### src/rtl/mips_instr_encoder_pkg.sv
// Shared MIPS-lite definitions: opcode numbers, encoder FSM states and the
// field-packing function used by both the encoder and the decode stage.
package mips_instr_encoder_pkg;

    localparam logic [5:0] OP_ADD   = 6'd0;
    localparam logic [5:0] OP_ADDI  = 6'd1;
    localparam logic [5:0] OP_SUB   = 6'd2;
    localparam logic [5:0] OP_SUBI  = 6'd3;
    localparam logic [5:0] OP_MUL   = 6'd4;
    localparam logic [5:0] OP_MULI  = 6'd5;
    localparam logic [5:0] OP_OR    = 6'd6;
    localparam logic [5:0] OP_ORI   = 6'd7;
    localparam logic [5:0] OP_AND   = 6'd8;
    localparam logic [5:0] OP_ANDI  = 6'd9;
    localparam logic [5:0] OP_XOR   = 6'd10;
    localparam logic [5:0] OP_XORI  = 6'd11;
    localparam logic [5:0] OP_LOAD  = 6'd12;
    localparam logic [5:0] OP_STORE = 6'd13;
    localparam logic [5:0] OP_BZ    = 6'd14;
    localparam logic [5:0] OP_BEQ   = 6'd15;
    localparam logic [5:0] OP_JR    = 6'd16;
    localparam logic [5:0] OP_HALT  = 6'd17;

    typedef logic [2:0] state_t;
    localparam state_t ST_IDLE   = 3'd0;
    localparam state_t ST_WR0    = 3'd1;
    localparam state_t ST_WR1    = 3'd2;
    localparam state_t ST_WR2    = 3'd3;
    localparam state_t ST_WR3    = 3'd4;
    localparam state_t ST_HALTED = 3'd5;

    typedef enum logic [2:0] {
        FMT_R,
        FMT_I,
        FMT_BZ,
        FMT_JR,
        FMT_NONE
    } fmt_e;

    function automatic logic is_legal_opcode(input logic [5:0] op);
        return (op <= OP_HALT);
    endfunction

    function automatic fmt_e opcode_fmt(input logic [5:0] op);
        case (op)
            OP_ADD, OP_SUB, OP_MUL, OP_OR, OP_AND, OP_XOR:          return FMT_R;
            OP_ADDI, OP_SUBI, OP_MULI, OP_ORI, OP_ANDI, OP_XORI,
            OP_LOAD, OP_STORE, OP_BEQ:                              return FMT_I;
            OP_BZ:                                                  return FMT_BZ;
            OP_JR:                                                  return FMT_JR;
            default:                                                return FMT_NONE;
        endcase
    endfunction

    // Fields a format does not use are dropped, never checked.
    function automatic logic [31:0] encode_instr(input logic [5:0]  op,
                                                 input logic [4:0]  rs,
                                                 input logic [4:0]  rt,
                                                 input logic [4:0]  rd,
                                                 input logic [15:0] imm);
        case (opcode_fmt(op))
            FMT_R:   return {op, rs, rt, rd, 11'b0};
            FMT_I:   return {op, rs, rt, imm};
            FMT_BZ:  return {op, rs, 5'b0, imm};
            FMT_JR:  return {op, rs, 21'b0};
            default: return {op, 26'b0};
        endcase
    endfunction

endpackage

### src/rtl/mips_instr_encoder_if.sv
// Field-input handshake plus byte-write memory port and status of the encoder.
interface mips_instr_encoder_if #(
    parameter int ADDR_W = 12
);
    logic              in_valid;
    logic              in_ready;
    logic [5:0]        in_opcode;
    logic [4:0]        in_rs;
    logic [4:0]        in_rt;
    logic [4:0]        in_rd;
    logic [15:0]       in_imm;
    logic              mem_we;
    logic [ADDR_W-1:0] mem_addr;
    logic [7:0]        mem_wdata;
    logic [31:0]       enc_word;
    logic              enc_valid;
    logic [15:0]       instr_count;
    logic              illegal;
    logic              wrapped;
    logic              halted;

    modport master (
        output in_valid, in_opcode, in_rs, in_rt, in_rd, in_imm,
        input  in_ready, mem_we, mem_addr, mem_wdata, enc_word, enc_valid,
               instr_count, illegal, wrapped, halted
    );

    modport slave (
        input  in_valid, in_opcode, in_rs, in_rt, in_rd, in_imm,
        output in_ready, mem_we, mem_addr, mem_wdata, enc_word, enc_valid,
               instr_count, illegal, wrapped, halted
    );
endinterface

### src/rtl/mips_instr_encoder.sv
// Packs MIPS-lite instruction fields into 32-bit words and writes each word
// big-endian, one byte per cycle, into the instruction/data memory image.
module mips_instr_encoder
    import mips_instr_encoder_pkg::*;
#(
    parameter int ADDR_W    = 12,
    parameter int BASE_ADDR = 0
) (
    input  logic                 clk,
    input  logic                 rst_n,
    input  logic                 clear,
    mips_instr_encoder_if.slave  bus
);

    localparam logic [ADDR_W-1:0] BASE_PTR = ADDR_W'(BASE_ADDR);
    localparam logic [ADDR_W-1:0] PTR_ONE  = ADDR_W'(1);
    localparam logic [ADDR_W-1:0] PTR_MAX  = {ADDR_W{1'b1}};

    state_t            state_q,     state_d;
    logic [ADDR_W-1:0] ptr_q,       ptr_d;
    logic [31:0]       word_q,      word_d;
    logic              enc_valid_q, enc_valid_d;
    logic [15:0]       count_q,     count_d;
    logic              illegal_q,   illegal_d;
    logic              wrapped_q,   wrapped_d;
    logic              halted_q,    halted_d;
    logic              in_ready_q,  in_ready_d;
    logic              mem_we_q,    mem_we_d;
    logic [7:0]        wdata_q,     wdata_d;

    function automatic logic is_wr_state(input state_t st);
        return (st == ST_WR0) || (st == ST_WR1) || (st == ST_WR2) || (st == ST_WR3);
    endfunction

    function automatic logic [7:0] byte_of(input logic [31:0] w, input state_t st);
        case (st)
            ST_WR0:  return w[31:24];
            ST_WR1:  return w[23:16];
            ST_WR2:  return w[15:8];
            ST_WR3:  return w[7:0];
            default: return 8'h00;
        endcase
    endfunction

    // Next-state, pointer/counter/flag updates, and registered output values.
    always_comb begin
        state_d     = state_q;
        ptr_d       = ptr_q;
        word_d      = word_q;
        count_d     = count_q;
        illegal_d   = illegal_q;
        wrapped_d   = wrapped_q;
        enc_valid_d = 1'b0;

        if (clear) begin
            state_d   = ST_IDLE;
            ptr_d     = BASE_PTR;
            count_d   = 16'd0;
            illegal_d = 1'b0;
            wrapped_d = 1'b0;
        end else begin
            case (state_q)
                ST_IDLE: begin
                    if (bus.in_valid) begin
                        if (is_legal_opcode(bus.in_opcode)) begin
                            word_d      = encode_instr(bus.in_opcode, bus.in_rs, bus.in_rt,
                                                       bus.in_rd, bus.in_imm);
                            enc_valid_d = 1'b1;
                            state_d     = ST_WR0;
                        end else begin
                            illegal_d = 1'b1;
                        end
                    end else begin
                        state_d = ST_IDLE;
                    end
                end
                ST_WR0: state_d = ST_WR1;
                ST_WR1: state_d = ST_WR2;
                ST_WR2: state_d = ST_WR3;
                ST_WR3: begin
                    state_d = (word_q[31:26] == OP_HALT) ? ST_HALTED : ST_IDLE;
                    count_d = (count_q == 16'hFFFF) ? count_q : (count_q + 16'd1);
                end
                ST_HALTED: state_d = ST_HALTED;
                default:   state_d = ST_IDLE;
            endcase

            // Every write cycle consumes one address; stepping off all-ones wraps.
            if (is_wr_state(state_q)) begin
                ptr_d = ptr_q + PTR_ONE;
                if (ptr_q == PTR_MAX) begin
                    wrapped_d = 1'b1;
                end else begin
                    wrapped_d = wrapped_q;
                end
            end else begin
                ptr_d = ptr_q;
            end
        end

        mem_we_d   = is_wr_state(state_d);
        wdata_d    = byte_of(word_d, state_d);
        in_ready_d = (state_d == ST_IDLE);
        halted_d   = (state_d == ST_HALTED);
    end

    // State and output registers with asynchronous reset.
    always_ff @(posedge clk or negedge rst_n) begin
        if (!rst_n) begin
            state_q     <= ST_IDLE;
            ptr_q       <= BASE_PTR;
            word_q      <= 32'h0000_0000;
            enc_valid_q <= 1'b0;
            count_q     <= 16'd0;
            illegal_q   <= 1'b0;
            wrapped_q   <= 1'b0;
            halted_q    <= 1'b0;
            in_ready_q  <= 1'b1;
            mem_we_q    <= 1'b0;
            wdata_q     <= 8'h00;
        end else begin
            state_q     <= state_d;
            ptr_q       <= ptr_d;
            word_q      <= word_d;
            enc_valid_q <= enc_valid_d;
            count_q     <= count_d;
            illegal_q   <= illegal_d;
            wrapped_q   <= wrapped_d;
            halted_q    <= halted_d;
            in_ready_q  <= in_ready_d;
            mem_we_q    <= mem_we_d;
            wdata_q     <= wdata_d;
        end
    end

    assign bus.in_ready    = in_ready_q;
    assign bus.mem_we      = mem_we_q;
    assign bus.mem_addr    = ptr_q;
    assign bus.mem_wdata   = wdata_q;
    assign bus.enc_word    = word_q;
    assign bus.enc_valid   = enc_valid_q;
    assign bus.instr_count = count_q;
    assign bus.illegal     = illegal_q;
    assign bus.wrapped     = wrapped_q;
    assign bus.halted      = halted_q;

endmodule
### src/flat_wrapper.sv
// flat-port wrapper written by rule: the top's interface ports become plain ports
module mips_instr_encoder_flat import mips_instr_encoder_pkg::*;
#(
    parameter int ADDR_W    = 12,
    parameter int BASE_ADDR = 0
)
  (clk, rst_n, clear, bus_in_valid, bus_in_opcode, bus_in_rs, bus_in_rt, bus_in_rd, bus_in_imm, bus_in_ready, bus_mem_we, bus_mem_addr, bus_mem_wdata, bus_enc_word, bus_enc_valid, bus_instr_count, bus_illegal, bus_wrapped, bus_halted);
  mips_instr_encoder_if #(.ADDR_W(ADDR_W)) bus_i ();
  input  logic clk;
  input  logic rst_n;
  input  logic clear;
  input wire logic [$bits(bus_i.in_valid)-1:0] bus_in_valid;
  input wire logic [$bits(bus_i.in_opcode)-1:0] bus_in_opcode;
  input wire logic [$bits(bus_i.in_rs)-1:0] bus_in_rs;
  input wire logic [$bits(bus_i.in_rt)-1:0] bus_in_rt;
  input wire logic [$bits(bus_i.in_rd)-1:0] bus_in_rd;
  input wire logic [$bits(bus_i.in_imm)-1:0] bus_in_imm;
  output wire logic [$bits(bus_i.in_ready)-1:0] bus_in_ready;
  output wire logic [$bits(bus_i.mem_we)-1:0] bus_mem_we;
  output wire logic [$bits(bus_i.mem_addr)-1:0] bus_mem_addr;
  output wire logic [$bits(bus_i.mem_wdata)-1:0] bus_mem_wdata;
  output wire logic [$bits(bus_i.enc_word)-1:0] bus_enc_word;
  output wire logic [$bits(bus_i.enc_valid)-1:0] bus_enc_valid;
  output wire logic [$bits(bus_i.instr_count)-1:0] bus_instr_count;
  output wire logic [$bits(bus_i.illegal)-1:0] bus_illegal;
  output wire logic [$bits(bus_i.wrapped)-1:0] bus_wrapped;
  output wire logic [$bits(bus_i.halted)-1:0] bus_halted;
  assign bus_i.in_valid = bus_in_valid;
  assign bus_i.in_opcode = bus_in_opcode;
  assign bus_i.in_rs = bus_in_rs;
  assign bus_i.in_rt = bus_in_rt;
  assign bus_i.in_rd = bus_in_rd;
  assign bus_i.in_imm = bus_in_imm;
  assign bus_in_ready = bus_i.in_ready;
  assign bus_mem_we = bus_i.mem_we;
  assign bus_mem_addr = bus_i.mem_addr;
  assign bus_mem_wdata = bus_i.mem_wdata;
  assign bus_enc_word = bus_i.enc_word;
  assign bus_enc_valid = bus_i.enc_valid;
  assign bus_instr_count = bus_i.instr_count;
  assign bus_illegal = bus_i.illegal;
  assign bus_wrapped = bus_i.wrapped;
  assign bus_halted = bus_i.halted;
  mips_instr_encoder #(.ADDR_W(ADDR_W), .BASE_ADDR(BASE_ADDR)) u_core (.clk(clk), .rst_n(rst_n), .clear(clear), .bus(bus_i));
endmodule
### config.mk
export PLATFORM = sky130hd
export DESIGN_NAME = mips_instr_encoder_flat
export DESIGN_NICKNAME = d
export VERILOG_FILES = /design/src/rtl/mips_instr_encoder_pkg.sv /design/src/rtl/mips_instr_encoder_if.sv /design/src/rtl/mips_instr_encoder.sv /design/src/flat_wrapper.sv
export SDC_FILE = /design/constraint.sdc
export NUM_CORES = 1
export LEC_CHECK = 0
export BUFFER_PORTS_ARGS = -buffer_cell sky130_fd_sc_hd__buf_2
export CAP_MARGIN = 10
export CORE_ASPECT_RATIO = 1.25
export CORE_MARGIN = 5
export CORE_UTILIZATION = 40
export CTS_BUF_LIST = sky130_fd_sc_hd__clkbuf_4 sky130_fd_sc_hd__clkbuf_8 sky130_fd_sc_hd__clkbuf_16
export DETAILED_ROUTE_END_ITERATION = 12
export GPL_TIMING_DRIVEN = 1
export PLACE_DENSITY = 0.64
export SLEW_MARGIN = 0
export SYNTH_ARGS = -nofsm -noshare
export SYNTH_HDL_FRONTEND = slang
export SYNTH_SLANG_ARGS = --single-unit
### constraint.sdc
create_clock -name clk -period 3.2 [get_ports clk]
set_input_delay 0.16 -clock clk [delete_from_list [all_inputs] [get_ports clk]]
set_output_delay 0.16 -clock clk [all_outputs]
set_load 0.01 [all_outputs]
==> results.py <==
metrics = {
    "worst_setup_path": {
        "cp_cell_sequence": "or4b_4 > nor4b_2 > a22o_1 > a221o_1",
        "arrival_ns": 2.63,
        "cp_max_fo": 22,
        "cp_slowest_stage_delay_ns": 0.74,
        "path_class": "flop to flop",
        "cp-start-kind": "flop",
        "cp_data_required_time_ns": 3.47,
        "end_kind": "flop",
        "crit_slowest_cell": "or4b_4",
    },
    "synth": {
        "synth_edf_count": 0,
        "netlist_top_cells_count": "76 x dfrtp_1, 37 x nand2_1, 25 x a21oi_1",
        "synthMostInstantiatedCell": "dfrtp_1",
        "synth_cell_types": 60,
        "syn_area_sq_um": 3900,
        "ys_seq_elements": 77,
        "yosysTopAreaCell": "dfrtp_1",
        "synth_top_area_share_pct": 48.76,
        "syn_avg_cell_area_sq_um": 9.677,
        "synth_nets": 446,
        "yosysSeqAreaShare_pct": 49.44,
        "synthCells": 403,
        "ys.warnings.count": 0,
        "synthTopCellsByArea": "dfrtp_1 49%, o31ai_1 3.8%, nand2_1 3.6%",
        "synth-main-ff-cell": "dfrtp_1",
        "synthArstFlopShare_pct": 100.0,
    },
    "final_layout": {
        "layout.cells.non_filler": 639,
        "n_antenna_cell": 0,
        "final_layout_size_suffix_gt1_share_pct": 31.19,
        "fin_area_sq_um": 4907,
        "syn2layout_area_growth_pct": 25.83,
        "fin_nets": 551,
    },
    "outcome": {
        "status": "finished with violations",
        "failed_checks": "negative hold slack",
    },
    "floorplan": {
        "die_area_sq_um": 11840,
        "initial_core_util_pct": 40.80,
        "core-area_sq_um": 9559,
        "fp.dieH_microns": 120.4,
        "rows": 40,
        "io_pins": 115,
        "die_w_microns": 98.32,
    },
    "cts": {
        "cts_resized": 0,
        "clk_path_buf_depth": 2,
        "root_buffer": "clkbuf_16",
        "holdBufCountCts": 0,
        "cts_tree": "done",
        "clk_latency_ns": 0.33,
        "cts_made_buffers": 9,
        "clkSinkCount": 77,
        "postCtsSetupBuffers": 0,
        "clk_pin_slew_worst_paths_ns": 0.06,
        "htreeDepth": 3,
    },
    "detailed_routing": {
        "drt_first_pass_iters": 5,
        "drc": 0,
        "vias": 3615,
        "wl_per_cell_microns": 17.61,
        "avgViaCountPerCell": 5.657,
        "detail-route-antenna-nets": 0,
        "wirelength_microns": 11250,
        "initialDrtViolationCount": 210,
    },
    "placed_design": {
        "hpwl_microns": 8262,
        "dp_cells": 623,
        "gp_congestion": 0.9493,
        "numPortBuffers": 114,
        "dpl-instance-area_sq_um": 4562,
    },
    "global_routing": {
        "grt_max_degree": 78,
        "grt_pass1_vias": 3591,
        "grt_usage_pct": 19.25,
        "grt_overflow": 0,
        "antenna_found_initial": 0,
        "grt_first_pass_wirelength_microns": 18260,
    },
    "sta": {
        "finalCriticalPeriod_ns": 2.362,
        "fin_worst_skew_ns": 0.006996,
        "timing.fmax_ghz": 0.4234,
        "max-slew-margin-rel_pct": 27.77,
        "finalCritPeriodShare_pct": 73.80,
        "timing.final.max_slew_violations": 0,
        "worstMarginPinSlew_ns": 1.075,
        "holdWs_ns": -0.01993,
        "grt_setup_unrepaired": "false",
        "setup_viol": 0,
        "setup_tns_ns": 0,
        "hold_viol": 30,
    },
    "pwr": {
        "power.density_nw_per_um2": 561.5,
        "ir_drop_mv": 0.2991,
        "cellLeakagePower_nw": 2.384,
    },
    "worst_hold_path": {
        "hp-class": "primary input to async pin",
    },
    "job": {
        "max_cap_viol_count": 0,
    },
}
-- critical path, delay by kind of cell, from the launching register on --
family,cells,cell delay (ns)
AO/OA/AOI/OAI,2,0.39
AND/OR/NAND/NOR,2,1.36
flip-flops,1,0.52
-- worst paths after layout --
kind	from	endpoint	slack, ns	depth (start not counted)
max in group asynchronous	rst_n	u_core.bus.enc_word[28]	2.61	1
min in group clk	bus_in_imm[4]	u_core.bus.enc_word[4]	0.06	2
min reg2reg	u_core.bus.enc_word[24]	u_core.bus.enc_word[24]	0.48	2
min	rst_n	u_core.bus.mem_addr[10]	-0.02	1
max reg2reg	u_core.state_q[0]	u_core.bus.mem_wdata[6]	0.84	4
max	u_core.state_q[0]	u_core.bus.mem_wdata[6]	0.84	4
-- placed cells by master (no fill, tap or decap), types with 4 or more instances in the layout --
master and count:
buf_4 7, or3_1 13, nor2_1 12, nand3_1 15, buf_2 113, nor4_1 14, nand2_1 37, o211ai_1 6
dfrtp_1 76, a22o_1 6, and2_1 4, o31ai_1 20, nand4_1 19, or2_2 12, o31a_1 10, clkbuf_8 4
or4_1 11, o21ai_0 16, a21oi_1 25, nor3_1 5, inv_1 20, clkbuf_16 9
-- report_power, final --
group          leakage [nW]  internal, mW  switching (mW)
registers              1.03          1.08          0.0765
logic                  1.18         0.189           0.260
clock network         0.172         0.767           0.384
-- layout make-up --
class                           count  area, sq um
Inverter                           20        75.07
Clock buffer                       13        280.3
Timing Repair Buffer              120        618.1
Clock inverter                      3        65.06
Sequential cell                    77         1928
Multi-Input combinational cell    280         1783
Fill cell                         933         4652
Tap cell                          126        157.7
-- kinds of logic (layout without fill, tap and decap cells) --
| kind of cell | count (synthesis) | after routing | share of synthesized area (%) |
|---|---|---|---|
| buffers and inverters | 46 | 156 | 4.844 |
| adder cells (fa/ha/maj) | 2 | 2 | 0.6415 |
| flip-flops | 77 | 77 | 49.44 |
| AO/OA/AOI/OAI | 107 | 107 | 18.83 |
| XOR/XNOR | 3 | 3 | 0.6738 |
| AND/OR/NAND/NOR | 164 | 164 | 24.48 |
| multiplexers | 4 | 4 | 1.091 |
-- registers in the layout (all words and copies together) (netlist names), 3 cells and up --
name,count
u_core.bus.mem_wdata,8
u_core.bus.mem_addr,12
u_core.state_q,3
u_core.bus.instr_count,16
u_core.bus.enc_word,32
-- through the flow --
stage                     total power, mW  worst slack [ns]  utilization (%)
final                               2.755            0.8384            51.34
after global routing                2.869            0.5884            51.34
after CTS                           2.783            0.8234            51.34
after detailed placement            1.626            0.8396            47.72
after global placement              1.620            0.9282            47.72
after floorplan                     1.405             1.329                -
-- per-layer routing --
metal  vias to the layer above  part of all wire, %  GRT usage [%]
li1                       1730                    -              -
met1                      1730                   41          24.44
met2                       137                   50          31.90
met3                        18                  6.8          4.616
met4                         0                  2.0          7.088
met5                         -                    0              0
(Power assumes the default switching activity.)
